File: src/rtl/spi_q_defs.sv
// Shared definitions for the SPI command queue.
//   - sequencer state encoding
//   - bit positions inside the 8-bit status word
//   - field positions inside the 10-bit command word
//   - helper that packs the status word (level saturated to 3 bits)
package spi_q_defs;

  localparam int CMD_W        = 10;
  localparam int CMD_PWR_BIT  = 9;   // power-on word: driver never goes busy
  localparam int CMD_DC_BIT   = 8;   // data/command select
  localparam int CMD_BYTE_MSB = 7;   // byte occupies [7:0]

  localparam int ST_BUSY    = 7;
  localparam int ST_FULL    = 6;
  localparam int ST_EMPTY   = 5;
  localparam int ST_OVF     = 4;
  localparam int ST_ERR     = 3;
  localparam int ST_LVL_MSB = 2;     // level field occupies [2:0]

  typedef enum logic [2:0] {
    S_IDLE = 3'd0,
    S_SEND = 3'd1,
    S_ACK  = 3'd2,
    S_XFER = 3'd3,
    S_GAPW = 3'd4
  } seq_state_e;

  // Builds the status word; the level field saturates at 7 for deep FIFOs.
  function automatic logic [7:0] pack_status(input logic busy, input logic full,
                                             input logic empty, input logic ovf,
                                             input logic err, input logic [6:0] lvl);
    logic [7:0] s;
    logic [2:0] sat;
    if (lvl > 7'd7) begin
      sat = 3'd7;
    end else begin
      sat = lvl[2:0];
    end
    s                 = 8'd0;
    s[ST_BUSY]        = busy;
    s[ST_FULL]        = full;
    s[ST_EMPTY]       = empty;
    s[ST_OVF]         = ovf;
    s[ST_ERR]         = err;
    s[ST_LVL_MSB:0]   = sat;
    return s;
  endfunction

endpackage

File: src/rtl/cmd_fifo.sv
// Synchronous command FIFO.
// Ports:
//   clk, reset      - system clock, synchronous active-high reset
//   push, wdata     - write request and data (ignored while full)
//   pop             - read request (ignored while empty); rdata is the head
//   flush           - empties the FIFO; overrides push and pop
//   level           - registered occupancy
//   level_nxt       - occupancy after the current edge (for registered status)
//   full, empty     - decoded from level
module cmd_fifo
  import spi_q_defs::*;
#(
  parameter int DEPTH = 16,
  parameter int WIDTH = CMD_W,
  localparam int AW   = $clog2(DEPTH),
  localparam int LW   = AW + 1
) (
  input  logic             clk,
  input  logic             reset,
  input  logic             push,
  input  logic [WIDTH-1:0] wdata,
  input  logic             pop,
  input  logic             flush,
  output logic [WIDTH-1:0] rdata,
  output logic [LW-1:0]    level,
  output logic [LW-1:0]    level_nxt,
  output logic             full,
  output logic             empty
);

  logic [WIDTH-1:0] mem_r [DEPTH];
  logic [AW-1:0]    wr_ptr_r;
  logic [AW-1:0]    rd_ptr_r;
  logic [LW-1:0]    count_r;
  logic [LW-1:0]    count_nxt_s;
  logic             push_acc_s;
  logic             pop_acc_s;

  assign full       = (count_r == LW'(DEPTH));
  assign empty      = (count_r == LW'(0));
  assign push_acc_s = push && !full && !flush;
  assign pop_acc_s  = pop && !empty && !flush;
  assign rdata      = mem_r[rd_ptr_r];
  assign level      = count_r;
  assign level_nxt  = count_nxt_s;

  // Next occupancy: flush clears, push+pop together leaves it unchanged.
  always_comb begin
    count_nxt_s = count_r;
    if (flush) begin
      count_nxt_s = LW'(0);
    end else begin
      case ({push_acc_s, pop_acc_s})
        2'b10:   count_nxt_s = count_r + LW'(1);
        2'b01:   count_nxt_s = count_r - LW'(1);
        default: count_nxt_s = count_r;
      endcase
    end
  end

  // Pointer and occupancy registers; pointers wrap naturally (DEPTH is 2^AW).
  always_ff @(posedge clk) begin
    if (reset || flush) begin
      wr_ptr_r <= AW'(0);
      rd_ptr_r <= AW'(0);
      count_r  <= LW'(0);
    end else begin
      if (push_acc_s) begin
        wr_ptr_r <= wr_ptr_r + AW'(1);
      end
      if (pop_acc_s) begin
        rd_ptr_r <= rd_ptr_r + AW'(1);
      end
      count_r <= count_nxt_s;
    end
  end

  // Storage array; contents need no reset since occupancy guards every read.
  always_ff @(posedge clk) begin
    if (push_acc_s) begin
      mem_r[wr_ptr_r] <= wdata;
    end
  end

endmodule

File: src/rtl/spi_cmd_queue.sv
// SPI command queue: buffers CPU command words and issues them one at a time
// to an external SPI driver, with handshake timeout and inter-word gap.
// Ports:
//   clk, reset  - system clock, synchronous active-high reset
//   wr, wdata   - CPU write strobe and 10-bit command word
//   clr         - flush FIFO and clear sticky ovf/err (sequencer keeps running)
//   status      - registered {busy, full, empty, ovf, err, level[2:0]}
//   level       - exact FIFO occupancy
//   spi_start   - registered one-cycle start pulse
//   spi_din     - registered word, held until the next issue
//   spi_busy    - driver busy, high from START until STOP completes
module spi_cmd_queue
  import spi_q_defs::*;
#(
  parameter int DEPTH  = 16,
  parameter int GAP    = 2,
  parameter int ACK_TO = 4
) (
  input  logic                     clk,
  input  logic                     reset,
  input  logic                     wr,
  input  logic [CMD_W-1:0]         wdata,
  input  logic                     clr,
  output logic [7:0]               status,
  output logic [$clog2(DEPTH):0]   level,
  output logic                     spi_start,
  output logic [CMD_W-1:0]         spi_din,
  input  logic                     spi_busy
);

  localparam int LW = $clog2(DEPTH) + 1;

  seq_state_e        state_r;
  seq_state_e        state_nxt_s;
  logic [15:0]       cnt_r;
  logic [15:0]       cnt_nxt_s;
  logic              issue_s;
  logic              err_set_s;
  logic              ovf_r;
  logic              ovf_nxt_s;
  logic              err_r;
  logic              err_nxt_s;
  logic              busy_nxt_s;
  logic              start_r;
  logic [CMD_W-1:0]  din_r;
  logic [7:0]        status_r;
  logic [CMD_W-1:0]  head_s;
  logic [LW-1:0]     level_s;
  logic [LW-1:0]     level_nxt_s;
  logic              full_s;
  logic              empty_s;

  cmd_fifo #(
    .DEPTH (DEPTH),
    .WIDTH (CMD_W)
  ) u_fifo (
    .clk       (clk),
    .reset     (reset),
    .push      (wr),
    .wdata     (wdata),
    .pop       (issue_s),
    .flush     (clr),
    .rdata     (head_s),
    .level     (level_s),
    .level_nxt (level_nxt_s),
    .full      (full_s),
    .empty     (empty_s)
  );

  // Sequencer next-state logic; cnt is shared by the ACK timeout and the gap.
  // Issue is held off during clr so a word being flushed is never sent.
  always_comb begin
    state_nxt_s = state_r;
    cnt_nxt_s   = cnt_r;
    issue_s     = 1'b0;
    err_set_s   = 1'b0;
    case (state_r)
      S_IDLE: begin
        if (!empty_s && !spi_busy && !clr) begin
          issue_s     = 1'b1;
          state_nxt_s = S_SEND;
        end else begin
          state_nxt_s = S_IDLE;
        end
      end
      S_SEND: begin
        cnt_nxt_s = 16'd0;
        if (din_r[CMD_PWR_BIT]) begin
          state_nxt_s = S_GAPW;   // power-on word never raises spi_busy
        end else begin
          state_nxt_s = S_ACK;
        end
      end
      S_ACK: begin
        if (spi_busy) begin
          state_nxt_s = S_XFER;
        end else if (cnt_r == 16'(ACK_TO - 1)) begin
          state_nxt_s = S_GAPW;
          err_set_s   = 1'b1;
          cnt_nxt_s   = 16'd0;
        end else begin
          cnt_nxt_s = cnt_r + 16'd1;
        end
      end
      S_XFER: begin
        if (!spi_busy) begin
          state_nxt_s = S_GAPW;
          cnt_nxt_s   = 16'd0;
        end else begin
          state_nxt_s = S_XFER;
        end
      end
      S_GAPW: begin
        if (cnt_r == 16'(GAP - 1)) begin
          state_nxt_s = S_IDLE;
          cnt_nxt_s   = 16'd0;
        end else begin
          cnt_nxt_s = cnt_r + 16'd1;
        end
      end
      default: begin
        state_nxt_s = S_IDLE;
        cnt_nxt_s   = 16'd0;
      end
    endcase
  end

  // Sticky flags; clr wins, and a write while full counts even with a pop.
  always_comb begin
    ovf_nxt_s = ovf_r;
    err_nxt_s = err_r;
    if (clr) begin
      ovf_nxt_s = 1'b0;
      err_nxt_s = 1'b0;
    end else begin
      if (wr && full_s) begin
        ovf_nxt_s = 1'b1;
      end else begin
        ovf_nxt_s = ovf_r;
      end
      if (err_set_s) begin
        err_nxt_s = 1'b1;
      end else begin
        err_nxt_s = err_r;
      end
    end
    busy_nxt_s = (state_nxt_s != S_IDLE) || (level_nxt_s != LW'(0));
  end

  // State, flags and outputs; status is built from next values so it
  // describes the same cycle as level and the sequencer state.
  always_ff @(posedge clk) begin
    if (reset) begin
      state_r  <= S_IDLE;
      cnt_r    <= 16'd0;
      ovf_r    <= 1'b0;
      err_r    <= 1'b0;
      start_r  <= 1'b0;
      din_r    <= CMD_W'(0);
      status_r <= 8'b0010_0000;
    end else begin
      state_r  <= state_nxt_s;
      cnt_r    <= cnt_nxt_s;
      ovf_r    <= ovf_nxt_s;
      err_r    <= err_nxt_s;
      start_r  <= issue_s;
      if (issue_s) begin
        din_r <= head_s;
      end
      status_r <= pack_status(busy_nxt_s, level_nxt_s == LW'(DEPTH),
                              level_nxt_s == LW'(0), ovf_nxt_s, err_nxt_s,
                              7'(level_nxt_s));
    end
  end

  assign spi_start = start_r;
  assign spi_din   = din_r;
  assign status    = status_r;
  assign level     = level_s;

endmodule

File: config.mk
export PLATFORM = sky130hd
export DESIGN_NAME = spi_cmd_queue
export DESIGN_NICKNAME = d
export VERILOG_FILES = /design/src/rtl/spi_q_defs.sv /design/src/rtl/cmd_fifo.sv /design/src/rtl/spi_cmd_queue.sv
export SDC_FILE = /design/constraint.sdc
export NUM_CORES = 1
export LEC_CHECK = 0
export BUFFER_PORTS_ARGS = -buffer_cell sky130_fd_sc_hd__buf_2
export CAP_MARGIN = 20
export CORE_ASPECT_RATIO = 0.6
export CORE_MARGIN = 3
export CORE_UTILIZATION = 45
export CTS_CLUSTER_SIZE = 20
export DETAILED_ROUTE_END_ITERATION = 7
export SLEW_MARGIN = 25
export SYNTH_ARGS = -nofsm -noshare
export SYNTH_HDL_FRONTEND = slang
export SYNTH_SLANG_ARGS = --single-unit
File: constraint.sdc
create_clock -name clk -period 3.5 [get_ports clk]
set_input_delay 0.35 -clock clk [delete_from_list [all_inputs] [get_ports clk]]
set_output_delay 0.35 -clock clk [all_outputs]
set_load 0.005 [all_outputs]
======== Word-level counts from Yosys, hierarchy flattened ========
Memories as Yosys holds them, arrays and structs flattened. A register that Yosys moved wholly into a read port is not among the register bits.
Index checks and enable logic that the tools add are counted.
W data, S select, Z words.
word-level totals
  output and inout bits ................... 24
  memory bits (writable) .................. 160
  bits in registers ....................... 43
  logic and storage cells ................. 74
  memories kept ........................... 1
  ROM bits ................................ 0
  bits of input ports ..................... 15
  bits in latches ......................... 0
memories
  name          depth  width  rd ports  clocked after Yosys merged registers in  wr ports  RTL line        text
  u_fifo.mem_r  16     10     1         1                                        1         cmd_fifo.sv:31  logic [WIDTH-1:0] mem_r [DEPTH];
operators by class
  $mul .................................... 0
  reductions and logical operators ........ 19
  $lt $le $gt $ge ......................... 1
  equality and inequality tests ........... 12
  bitwise gates (word level) .............. 1
  $add $sub $neg .......................... 5
  mux-type cells .......................... 26
  shifts and indexed selects .............. 0
  divide/modulo/power cells ............... 0
operators by type and width
  operator                 number
  $mux W16                 4
  $pmux W16 S4             1
  $mux W3                  6
  $add A16 B1 Y16 const B  1
  $eq A16 B1 Y1 const B    1
  $eq A16 B2 Y1 const B    1
  $pmux W3 S5              1
  $mux W1                  12
  $eq A5 B5 Y1 const B     2
  $logic_not A5 Y1         2
  $pmux W5 S2              1
  $add A4 B1 Y4 const B    2
  $logic_and A1 B1 Y1      7
  $eq A3 B2 Y1 const B     2
  $add A5 B1 Y5 const B    1
  $gt A5 B3 Y1 const B     1
  $mux W5                  1
  $reduce_bool A5 Y1       1
  $sub A5 B1 Y5 const B    1
  $logic_not A1 Y1         4
  $ne A2 B2 Y1 const B     2
  $eq A3 B1 Y1 const B     1
  $eq A3 B3 Y1 const B     1
  $logic_not A3 Y1         1
  other kinds (6)          7

======== Longest topological paths before layout ========
Gate-level depths: netlist of run 1.
  word-level depth ........................ 13
  mapped depth ............................ 14
  mapped depth without buffers ............ 13

======== Modules after synthesis ========
A second synthesis of run 1 with hierarchy kept.
second synthesis, totals
  cell total of the unflattened synthesis .. 583
  area, all modules ....................... 8800.9 um^2
modules (own cells, without submodules)
  module         sequential area each (um^2)  instances  cells each  area each (um^2)
  cmd_fifo       5144.9                       1          389         7155.6
  spi_cmd_queue  760.7                        1          194         1645.3

======== Least setup slack after synthesis of run 1 ========
No wires, ideal clock.
  kind .................................... flip-flop to flip-flop
  start ................................... register state_r[1]
  end ..................................... register status_r[7], in the netlist status[7]
  path buffers ............................ 1
  stages on the path, launching flop included .. 15
  setup time .............................. 134 ps
  data arrival time ....................... 3353 ps
  clock period less this slack ............ 3487 ps
  data required time ...................... 3366 ps
  setup slack ............................. 13 ps
  cell sequence ........................... dfxtp_1 > or2_1 > nor4_1 > o21ai_1 > inv_1 > clkbuf_1 > ha_1 > inv_1 > fa_1 > nand2b_1 > a21oi_1 > xnor2_1 > nor4b_1 > or4_1 > or4b_1
between the ends
  cells in the longest elaborated chain, start to end .. 9
  elaborated cells on any way between the ends .. 19
  classes of those cells .................. eq/ne: 6; mux: 7; reduce/logical: 6
RTL lines
  what                                          RTL line              text
  start, declared                               spi_cmd_queue.sv:33   seq_state_e state_r;
  start signal, assigned                        spi_cmd_queue.sv:162  state_r <= state_nxt_s;
  $logic_not A3 Y1 (*)                          spi_cmd_queue.sv:77   case (state_r)
  $mux W1 (*)                                   spi_cmd_queue.sv:77
  $logic_and A1 B1 Y1 (*) (2 in series)         cmd_fifo.sv:42        assign pop_acc_s = pop && !empty && !flush;
  net u_fifo.pop_acc_s                          cmd_fifo.sv:37        logic pop_acc_s;
  $eq A2 B1 Y1 or $eq A2 B2 Y1 (tied branches)  cmd_fifo.sv:53        case ({push_acc_s, pop_acc_s})
  $pmux W5 S2 (*)                               cmd_fifo.sv:53
  $mux W5 (*)                                   cmd_fifo.sv:50        if (flush) begin
  $reduce_bool A5 Y1 (*)                        spi_cmd_queue.sv:147  busy_nxt_s = (state_nxt_s != S_IDLE) || (level_nxt_s != LW'(0));
  $logic_or A1 B1 Y1 (*)                        spi_cmd_queue.sv:147
  end signal, assigned                          spi_cmd_queue.sv:170  status_r <= pack_status(busy_nxt_s, level_nxt_s == LW'(DEPTH),
  end, declared                                 spi_cmd_queue.sv:46   logic [7:0] status_r;
The timed path passes the listed nets; every way through them passes the cells marked *.
A chain may end at the register's enable or synchronous reset.

======== Worst setup path in the final report of run 1 ========
  start ................................... register state_r[1]
  end ..................................... register status_r[7], in the netlist status[7]
between the ends
  cells in the longest elaborated chain, start to end .. 9
  elaborated cells on any way between the ends .. 19
  classes of those cells .................. eq/ne: 6; mux: 7; reduce/logical: 6
RTL lines
  what                                          RTL line
  $logic_not A3 Y1                              spi_cmd_queue.sv:77
  $mux W1                                       spi_cmd_queue.sv:77
  $logic_and A1 B1 Y1 (2 in series)             cmd_fifo.sv:42
  $eq A2 B1 Y1 or $eq A2 B2 Y1 (tied branches)  cmd_fifo.sv:53
  $pmux W5 S2                                   cmd_fifo.sv:53
  $mux W5                                       cmd_fifo.sv:50
  $reduce_bool A5 Y1                            spi_cmd_queue.sv:147
  $logic_or A1 B1 Y1 (*)                        spi_cmd_queue.sv:147
Every way passes the cells marked *; elsewhere a longest branch is shown, timed or not.

==> results.tsv, run 1 <==
stage	metric	value	unit
run_status	status	complete, no violations	
setup_path	Crit Path Max Fanout	6	
route	Starting DRT DRC Count	425	
timing	crit path time final	3225	ps
power	switching power	0.0009970	W
grt	largest net degree at the start of global routing	44	
setup_path	WP data required	3860	ps
final_layout	commonest non-fill, non-tap cell in the layout	edfxtp_1	
route	Routed WL per cell	21.34	um
grt	total gr overflow	0	
yosys	Main synth FF type	edfxtp_1	
die	Initial Utilization	46.26	%
cts	clk slew on worst S/H paths	60	ps
yosys	number of flops mapped to enable cells by yosys	160	
setup_path	flop2flop setup slack	280	ps
power	Comb power frac	3.2	%
die	die area	20450	um^2
timing	Slew Viols, Final	0	
power	sw frac	19.91	%
yosys	Synth cell types	54	
timing	Final period util	92.14	%
power	VDD IR max	313.3	uV
grt	number of global-route vias before repair	4547	
place	placed wire-length estimate	11550	um
hold_path	WHS Endpoint	status[4]$_SDFF_PP0_	
setup_path	CP max stage cell	or4b_1	
route	total iterations of the first detailed-routing run	5	
grt	GRT Total Usage	17.75	%
cts	clk root buf	clkbuf_16	
place	placed cells	798	
setup_path	slowest stage delay, CP	420	ps
yosys	asr flop ratio synth	0	%
final_layout	fillers	1461	
final_layout	Final Instance Count excl. Fillers	835	
setup_path	CP top delay family	simple AND/OR/NAND/NOR gates	
route	met2 wire len	7478	um
yosys	post-synthesis register bit count	211	
setup_path	Crit. End Element	flip-flop	
final_layout	Ant. Diodes	0	
setup_path	critical path class	flip-flop to flip-flop	
hold_path	hold crit path type	input port to flip-flop	
cts	H-tree depth	1	
timing	worst setup margin	275.0	ps
place	pre-CTS setup slack	65.44	ps
die	Die W	182.6	um
yosys	Post-Syn Area	8424	um^2
setup_path	crit path cell chain	or2_1 > nor4_2 > o21ai_1 > inv_1 > ha_2 > inv_1 > fa_1 > nand2b_1 > a21oi_2 > xnor2_2 > nor4b_2 > or4_4 > or4b_1	
timing	setup violators final	0	
setup_path	arrival time at the worst endpoint	3590	ps
power	Leak Pwr	3.223	nW
timing	Hold WS	137.1	ps
cts	clk buf depth	3	
final_layout	post-layout util	53.38	%
yosys	register area share after synthesis	69.15	%
yosys	Mapped Avg Cell Area	16.39	um^2
cts	CTS Sinks	211	
final_layout	Area Overhead vs Synth	15.39	%
yosys	Mapped Cells	514	
timing	Fin Clk Skew	7.185	ps
cts	TritonCTS clock tree	done	
final_layout	share of post-route cells with drive strength above 1	28.57	%
hold_path	Worst Min Path Start	wr	
setup_path	worst r2r path cells	13	
route	final wirelength	17820	um
die	CORE AREA	18210	um^2
timing	Worst-Margin Slew	882.2	ps
route	DRC violations left	0	
route	WL met3	1369	um
setup_path	Critical R2R Capture	status[7]$_SDFF_PP0_	
timing	Fmax	310.1	MHz
power	Clk network pwr share	42.5	%
timing	final hold vios	0	
route	Via density	5.418	
final_layout	nets	608	
place	GP Congestion	0.8146	
power	sequential share of power	54.3	%
hold_path	Hold Crit Depth	3	
power	cell internal pwr	0.004011	W
route	Post-DRT Antenna Nets	0	
place	count of buffers from port buffering	38	
timing	setup TNS	0	ps
route	DR top layer	met5	
grt	initial antenna violation count	1	
cts	total CTS buffers	21	
setup_path	Buf+Inv Stages, Crit Path	2	
die	die height	112.0	um
setup_path	RR Startpoint	state_r[1]$_SDFF_PP0_	
job	max_cap viols	0	
grt	first-pass GRT wire length	27460	um
cts	Clock Latency Late Sink	480	ps
yosys	post-synth net total	541	
die	num ports	39	
setup_path	CP dominant cell by count	inv_1	
setup_path	CP startpoint kind	flip-flop	
route	DR vias	4524	
route	Met1 Wirelength	8650	um
power	Pwr Density	515.2	nW/um^2
yosys	Ys Warns	0	
final_layout	commonest cells after routing, fill and taps aside	edfxtp_1 (160), nor2_1 (52), mux4_2 (50)	
timing	Max transition margin	41.11	%
die	row count	38	
==> final cells by class <==
| class | instances | area (um^2) | area share, % |
|---|---|---|---|
| Tap cell | 240 | 300.3 | 3.089 |
| Multi-Input combinational cell | 268 | 2471 | 25.42 |
| Sequential cell | 211 | 5828 | 59.96 |
| Clock buffer | 29 | 585.6 | 6.024 |
| Inverter | 10 | 37.54 | 0.3862 |
| Timing Repair Buffer | 69 | 435.4 | 4.479 |
| Clock inverter | 8 | 62.56 | 0.6436 |
==> power by group through the flow <==
stage | registers, W | logic (W) | clock network [W]
final | 0.00272 | 0.000162 | 0.00213
after floorplan | 0.00277 | 0.0000862 | 0
after global placement | 0.00277 | 0.000156 | 0
after detailed placement | 0.00277 | 0.000160 | 0
after global routing | 0.00272 | 0.000181 | 0.00228
after CTS | 0.00272 | 0.000161 | 0.00218
==> synth_stat cells (all sizes together) (4+ instances only) <==
cell / number / area [um^2]
a21oi: 21 / 108.9
and3: 4 / 26.28
buf: 12 / 67.56
clkbuf: 13 / 58.80
dfxtp: 51 / 1021
edfxtp: 160 / 4805
ha: 11 / 137.6
inv: 10 / 37.54
mux4: 50 / 1126
nand2: 36 / 135.1
nand2b: 5 / 31.28
nand3: 12 / 60.06
nand4: 4 / 25.02
nor2: 53 / 201.5
nor2b: 4 / 25.02
nor3: 5 / 25.02
nor4: 7 / 62.56
o21ai: 4 / 20.01
or2: 4 / 25.03
xnor2: 9 / 78.83
xor2: 14 / 122.6
==> routing by layer <==
metal  vias up  track usage (%)
met4         2            3.600
met2       111            24.60
met1      2294            28.99
li1       2092                -
met3        25            3.722
met5         -                0
==> worst min-delay path, cell delays in order <==
cell     delay [ps]
buf_2            90
a31oi_1          70
nor2_1           70
==> logic make-up (layout without fill, tap and decap cells) <==
logic type      count (synthesis)  count (layout)  share of synthesized area [%]
xor+xnor                       23              23                          2.391
mux                            51              51                          13.50
buf+inv                        35             116                          1.946
compound gates                 38              38                          2.763
flops                         211             211                          69.15
fa+ha+maj                      12              12                          1.871
simple gates                  144             144                          8.377
==> flip-flops by register name, indices dropped and copies added, names as in the netlist <==
signal / cells
state_r: 3
spi_start: 1
cnt_r: 16
u_fifo.wr_ptr_r: 4
u_fifo.rd_ptr_r: 4
u_fifo.level: 5
status: 8
spi_din: 10
u_fifo.mem_r: 160
==> stage by stage <==
| stage | power, W | area, um^2 |
|---|---|---|
| 6_report | 0.005008 | 9721 |
| 5_1_grt | 0.005178 | 9721 |
| 4_1_cts | 0.005060 | 9684 |
| 3_5_place_dp | 0.002933 | 9036 |
| 3_3_place_gp | 0.002927 | 9036 |
| 2_1_floorplan | 0.002860 | 8424 |
==> repair_timing <==
| action | 4_1_cts | 5_1_grt |
|---|---|---|
| setup buffers | 0 | 0 |
| hold buffers | 0 | 0 |
| endpoints found under the setup margin | 0 | 4 |
| gates resized for setup | 0 | 7 |
==> worst max path at each step <==
stage | startpoint | end | slack (ps) | depth (start not counted)
5_1_grt | state_r[1]$_SDFF_PP0_ | status[7]$_SDFF_PP0_ | -20 | 13
3_5_place_dp | state_r[1]$_SDFF_PP0_ | status[7]$_SDFF_PP0_ | 70 | 13
3_3_place_gp | state_r[1]$_SDFF_PP0_ | status[7]$_SDFF_PP0_ | 170 | 13
6_report | state_r[1]$_SDFF_PP0_ | status[7]$_SDFF_PP0_ | 280 | 13
4_1_cts | state_r[1]$_SDFF_PP0_ | status[7]$_SDFF_PP0_ | 50 | 13
2_1_floorplan | state_r[1]$_SDFF_PP0_ | status[7]$_SDFF_PP0_ | 10 | 14
Note: power is estimated with default switching activity, not from simulation.
==> run 2: changes to the inputs <==
CORE_MARGIN = 2   (was 3)
==> results.tsv, run 2 (synthesized netlist as in run 1, its figures left out) <==
stage	metric	value	unit	change
timing	final hold vios	0		unchanged
cts	clk slew on worst S/H paths	60	ps	about the same
timing	Fmax	303.3	MHz	was 310.1 MHz
cts	clk buf depth	3		unchanged
route	Routed WL per cell	21.47	um	was 21.34 um
die	die area	19870	um^2	was 20450 um^2
grt	number of global-route vias before repair	4469		was 4547
grt	largest net degree at the start of global routing	44		unchanged
timing	crit path time final	3297	ps	was 3225 ps
final_layout	max reg flops	160		unchanged
cts	CTS Sinks	211		unchanged
timing	worst setup margin	202.6	ps	was 275.0 ps
setup_path	Crit. End Element	flip-flop		unchanged
timing	Worst-Margin Slew	851.5	ps	was 882.2 ps
final_layout	commonest cells after routing, fill and taps aside	edfxtp_1 (160), nor2_1 (52), mux4_2 (50)		unchanged
route	total iterations of the first detailed-routing run	5		unchanged
power	Comb power frac	3.4	%	was 3.2%
final_layout	share of post-route cells with drive strength above 1	27.12	%	was 28.57%
final_layout	nets	603		was 608
die	Initial Utilization	46.26	%	unchanged
setup_path	critical path class	flip-flop to flip-flop		unchanged
setup_path	CP dominant cell by count	inv_1		unchanged
route	DR vias	4585		was 4524
final_layout	Top reg by flops	u_fifo.mem_r		unchanged
power	cell internal pwr	0.003876	W	was 0.004011 W
timing	setup TNS	0	ps	unchanged
power	VDD IR max	307.6	uV	was 313.3 uV
place	GP Congestion	0.7856		was 0.8146
place	placed cells	793		was 798
route	Via density	5.524		was 5.418
cts	H-tree depth	1		unchanged
place	DP Area	8986	um^2	was 9036 um^2
setup_path	Crit Path Max Fanout	6		unchanged
cts	TritonCTS clock tree	done		unchanged
die	Die W	180.6	um	was 182.6 um
grt	total gr overflow	0		unchanged
cts	hold_buf cts	0		unchanged
timing	Fin Clk Skew	15.73	ps	was 7.185 ps
setup_path	CP max stage cell	or4b_1		unchanged
die	die height	110.0	um	was 112.0 um
route	Post-DRT Antenna Nets	0		unchanged
timing	Final period util	94.21	%	was 92.14%
timing	Max transition margin	43.16	%	was 41.11%
route	DRC violations left	0		unchanged
place	pre-CTS setup slack	10.07	ps	was 65.44 ps
setup_path	WP data required	3870	ps	was 3860 ps
timing	setup violators final	0		unchanged
die	num ports	39		unchanged
power	Leak Pwr	3.162	nW	was 3.223 nW
die	row count	38		unchanged
power	switching power	0.0009901	W	was 0.0009970 W
setup_path	CP startpoint kind	flip-flop		unchanged
grt	first-pass GRT wire length	26730	um	was 27460 um
die	CORE AREA	18210	um^2	unchanged
setup_path	crit path cell chain	or2_1 > nor4_2 > o21ai_1 > inv_1 > ha_2 > inv_1 > fa_1 > nand2b_1 > a21oi_2 > xnor2_2 > nor4b_2 > or4_4 > or4b_1		unchanged
power	sequential share of power	55.9	%	was 54.3%
cts	Clock Latency Late Sink	490	ps	was 480 ps
final_layout	Final Instance Count excl. Fillers	830		was 835
route	final wirelength	17820	um	about the same
cts	clk root buf	clkbuf_16		unchanged
timing	Slew Viols, Final	0		unchanged
run_status	status	complete, no violations		unchanged
place	placed wire-length estimate	11590	um	was 11550 um
power	sw frac	20.35	%	was 19.91%
setup_path	slowest stage delay, CP	430	ps	was 420 ps
route	Starting DRT DRC Count	544		was 425
grt	GRT Total Usage	18.30	%	was 17.75%
final_layout	commonest non-fill, non-tap cell in the layout	edfxtp_1		unchanged
grt	initial antenna violation count	0		was 1
setup_path	arrival time at the worst endpoint	3670	ps	was 3590 ps
cts	total CTS buffers	21		unchanged
place	count of buffers from port buffering	38		unchanged
job	max_cap viols	0		unchanged
power	Clk network pwr share	40.7	%	was 42.5%
final_layout	Area Overhead vs Synth	14.15	%	was 15.39%
final_layout	Ant. Diodes	0		unchanged
hold_path	hold crit path type	input port to flip-flop		unchanged
power	Pwr Density	506.0	nW/um^2	was 515.2 nW/um^2
final_layout	post-route cell area	9617	um^2	was 9721 um^2
[run 2: changes by cell type in the layout (fill, tap and decap cells not counted)]
cell       before  now
buf_12          1    0
clkbuf_8        3    0
clkinv_1        2    5
inv_6           0    1
clkinv_2        5    3
buf_4          30   26
clkbuf_1        5    7
bufinv_16       1    0
[run 2: cell type report]
class                   count  area [um^2]
clock buffers              28        551.8
fillers                  1486         8593
inverters                  10        37.54
clock inverters             9        42.54
well taps                 240        300.3
flip-flops and latches    211         5828
multi-input cells         268         2471
repair buffers             64        385.4
[run 2: power groups by stage]
stage,logic (W),registers [W],clock network (W)
after floorplan,0.0000862,0.00277,0
after global placement,0.000158,0.00277,0
after detailed placement,0.000163,0.00277,0
after CTS,0.000166,0.00272,0.00203
after global routing,0.000184,0.00272,0.00213
final,0.000166,0.00272,0.00198
[run 2: worst paths after layout]
check	from	endpoint	slack, ps	cells after the start
worst max-delay path	state_r[1]$_SDFF_PP0_	status[7]$_SDFF_PP0_	200	13
worst min register to register	spi_din[7]$_SDFFE_PP0N_	spi_din[7]$_SDFFE_PP0N_	450	2
worst min-delay path	wr	status[4]$_SDFF_PP0_	140	3
worst max register to register	state_r[1]$_SDFF_PP0_	status[7]$_SDFF_PP0_	200	13
[run 2: metrics by stage]
| step | total power [W] | util [%] | hold WS (ps) |
|---|---|---|---|
| 6_report | 0.004866 | 52.81 | 143.5 |
| 5_1_grt | 0.005034 | 52.81 | 135.2 |
| 4_1_cts | 0.004910 | 52.65 | 127.5 |
| 3_5_place_dp | 0.002936 | 49.35 | 447.7 |
| 3_3_place_gp | 0.002929 | 49.35 | 442.6 |
| 2_1_floorplan | 0.002860 | - | 438.0 |
[run 2: what timing repair did]
action | CTS | global route
endpoints found under the hold margin | 0 | 0
buffers inserted | 0 | 0
gates resized for setup | 1 | 6
setup endpoints to repair | 1 | 5
[run 2: worst max-delay path: cells and delay by family, from the launching register on]
| kind | cells | cell delay, ps |
|---|---|---|
| AND/OR/NAND/NOR | 6 | 1500 |
| adder cells (fa/ha/maj) | 2 | 650 |
| flip-flops | 1 | 350 |
| AO/OA/AOI/OAI | 2 | 300 |
| buffers and inverters | 2 | 200 |
| XOR/XNOR | 1 | 160 |
[run 2: metal layers]
metal,vias up,global-route usage [%],wire length (um)
met5,-,0,0
met1,2331,28.63,8995
met2,147,26.13,7407
met3,21,4.238,1156
met4,0,3.917,259
li1,2086,-,-
==> run 3: changes to the inputs <==
BUFFER_PORTS_ARGS = -buffer_cell sky130_fd_sc_hd__buf_4   (was -buffer_cell sky130_fd_sc_hd__buf_2)
==> results.tsv, run 3 (synthesized netlist as in run 1, its figures left out) <==
stage	metric	value	unit	change
cts	CTS Sinks	211		unchanged
final_layout	max reg flops	160		unchanged
final_layout	share of post-route cells with drive strength above 1	28.14	%	was 27.12%
final_layout	register area	5828	um^2	unchanged
run_status	status	complete, no violations		unchanged
grt	met2 usage	26.32	%	was 26.13%
setup_path	arrival time at the worst endpoint	3680	ps	was 3670 ps
timing	Fin Clk Skew	11.02	ps	was 15.73 ps
place	pre-CTS setup slack	-6.822	ps	was 10.07 ps
hold_path	hold crit path type	input port to flip-flop		unchanged
die	die area	19870	um^2	unchanged
hold_path	Worst Min Path Start	wr		unchanged
timing	Fmax	301.5	MHz	was 303.3 MHz
route	total iterations of the first detailed-routing run	5		unchanged
die	num ports	39		unchanged
timing	worst setup margin	183.5	ps	was 202.6 ps
timing	Max transition margin	39.66	%	was 43.16%
power	Pwr Density	506.9	nW/um^2	was 506.0 nW/um^2
cts	TritonCTS clock tree	done		unchanged
cts	Clock Latency Late Sink	490	ps	about the same
place	count of buffers from port buffering	38		unchanged
grt	GR Util met3	3.909	%	was 4.238%
die	Die W	180.6	um	unchanged
hold_path	WHS Endpoint	status[4]$_SDFF_PP0_		unchanged
timing	final hold vios	0		unchanged
final_layout	commonest cells after routing, fill and taps aside	edfxtp_1 (160), buf_4 (64), nor2_1 (52)		was edfxtp_1 (160), nor2_1 (52), mux4_2 (50)
cts	clk slew on worst S/H paths	60	ps	about the same
die	Initial Utilization	46.26	%	unchanged
setup_path	CP startpoint kind	flip-flop		unchanged
cts	hold_buf cts	0		unchanged
cts	H-tree depth	1		unchanged
grt	total gr overflow	0		unchanged
final_layout	Top reg by flops	u_fifo.mem_r		unchanged
route	final wirelength	17930	um	was 17820 um
setup_path	RR Startpoint	u_fifo.level[1]$_SDFF_PP0_		was state_r[1]$_SDFF_PP0_
grt	GR peak layer	met1		unchanged
place	GP Congestion	0.8042		was 0.7856
final_layout	Area Overhead vs Synth	16.23	%	was 14.15%
timing	RSZ-0062 raised after global routing	no		
grt	initial antenna violation count	0		unchanged
die	row count	38		unchanged
setup_path	worst r2r path cells	13		unchanged
timing	setup violators final	0		unchanged
hold_path	Hold Crit Depth	3		unchanged
setup_path	Crit Path Max Fanout	5		was 6
final_layout	area occupied by multi-input gates	2494	um^2	was 2471 um^2
route	Via density	5.558		was 5.524
power	VDD IR max	284.0	uV	was 307.6 uV
power	Leak Pwr	3.217	nW	was 3.162 nW
cts	total CTS buffers	20		was 21
grt	largest net degree at the start of global routing	35		was 44
cts	Post-CTS Setup Bufs	0		unchanged
route	Starting DRT DRC Count	529		was 544
grt	GRT Total Usage	18.47	%	was 18.30%
final_layout	nets	603		unchanged
die	CORE AREA	18210	um^2	unchanged
timing	setup TNS	0	ps	unchanged
job	max_cap viols	0		unchanged
setup_path	flop2flop setup slack	180	ps	was 200 ps
cts	clk buf depth	3		unchanged
grt	GR Util met1	29.26	%	was 28.63%
timing	crit path time final	3316	ps	was 3297 ps
timing	Final period util	94.76	%	was 94.21%
final_layout	Final Instance Count excl. Fillers	831		was 830
die	die height	110.0	um	unchanged
final_layout	fillers	1474		was 1486
place	placed cells	794		was 793
route	DR vias	4619		was 4585
setup_path	Crit. End Element	flip-flop		unchanged
grt	first-pass GRT wire length	27150	um	was 26730 um
timing	Worst-Margin Slew	903.8	ps	was 851.5 ps
route	DRC violations left	0		unchanged
place	DP Area	9106	um^2	was 8986 um^2
setup_path	WP data required	3860	ps	was 3870 ps
final_layout	commonest non-fill, non-tap cell in the layout	edfxtp_1		unchanged
final_layout	post-route cell area	9792	um^2	was 9617 um^2
cts	clk root buf	clkbuf_16		unchanged
setup_path	Critical R2R Capture	status[7]$_SDFF_PP0_		unchanged
place	placed wire-length estimate	11680	um	was 11590 um
route	Routed WL per cell	21.58	um	was 21.47 um
timing	Slew Viols, Final	0		unchanged
route	Post-DRT Antenna Nets	0		unchanged
grt	number of global-route vias before repair	4511		was 4469
setup_path	critical path class	flip-flop to flip-flop		unchanged
## run 3: how the worst max path moves through the flow
stage	start	endpoint	slack [ps]	cells after the start
2_1_floorplan	state_r[1]$_SDFF_PP0_	status[7]$_SDFF_PP0_	10	14
3_3_place_gp	u_fifo.level[1]$_SDFF_PP0_	status[7]$_SDFF_PP0_	120	13
3_5_place_dp	u_fifo.level[1]$_SDFF_PP0_	status[7]$_SDFF_PP0_	-7	13
4_1_cts	state_r[1]$_SDFF_PP0_	status[7]$_SDFF_PP0_	20	13
5_1_grt	u_fifo.level[1]$_SDFF_PP0_	status[7]$_SDFF_PP0_	9	13
6_report	u_fifo.level[1]$_SDFF_PP0_	status[7]$_SDFF_PP0_	180	13
## run 3: layout make-up
cell class	instances	share of cell area [%]
flip-flops and latches	211	59.52
multi-input cells	268	25.47
clock buffers	32	6.197
repair buffers	65	5.111
well taps	240	3.067
inverters	10	0.3833
clock inverters	4	0.2300
diodes	1	0.02556
## run 3: power by group
| group | internal [W] | leakage (nW) | switching (W) |
|---|---|---|---|
| sequential | 0.00271 | 1.85 | 0.0000119 |
| clock | 0.00119 | 0.308 | 0.000880 |
| combinational | 0.0000712 | 1.06 | 0.000103 |
| total | 0.00397 | 3.22 | 0.000995 |
## run 3: what timing repair did
action / in CTS / in global routing
endpoints found under the setup margin: 1 / 5
gates cloned: 0 / 0
gates resized for setup: 1 / 8
## run 3: metrics by stage
step                power [W]  hold WS, ps  util [%]
floorplan            0.002860        438.0         -
global placement     0.002938        446.0     50.01
detailed placement   0.002944        455.5     50.01
CTS                  0.005011        121.9     53.50
global route         0.005136        147.7     53.76
finish               0.004964        147.7     53.77
## run 3: worst max-delay path: stages, from the launching register on
cell and delay (ps):
dfxtp_1 370, nor4_4 350, a21boi_1 170, nor2b_1 180
inv_1 60, ha_2 240, inv_1 70, fa_1 400
nand2b_1 190, a21oi_2 170, xnor2_2 160, nor4b_4 230
or4_4 180, or4b_1 420
## run 3: metal layers
layer | vias to the layer above | wire [um]
li1 | 2088 | -
met1 | 2365 | 9082
met2 | 144 | 7366
met3 | 22 | 1216
met4 | 0 | 267
met5 | - | 0
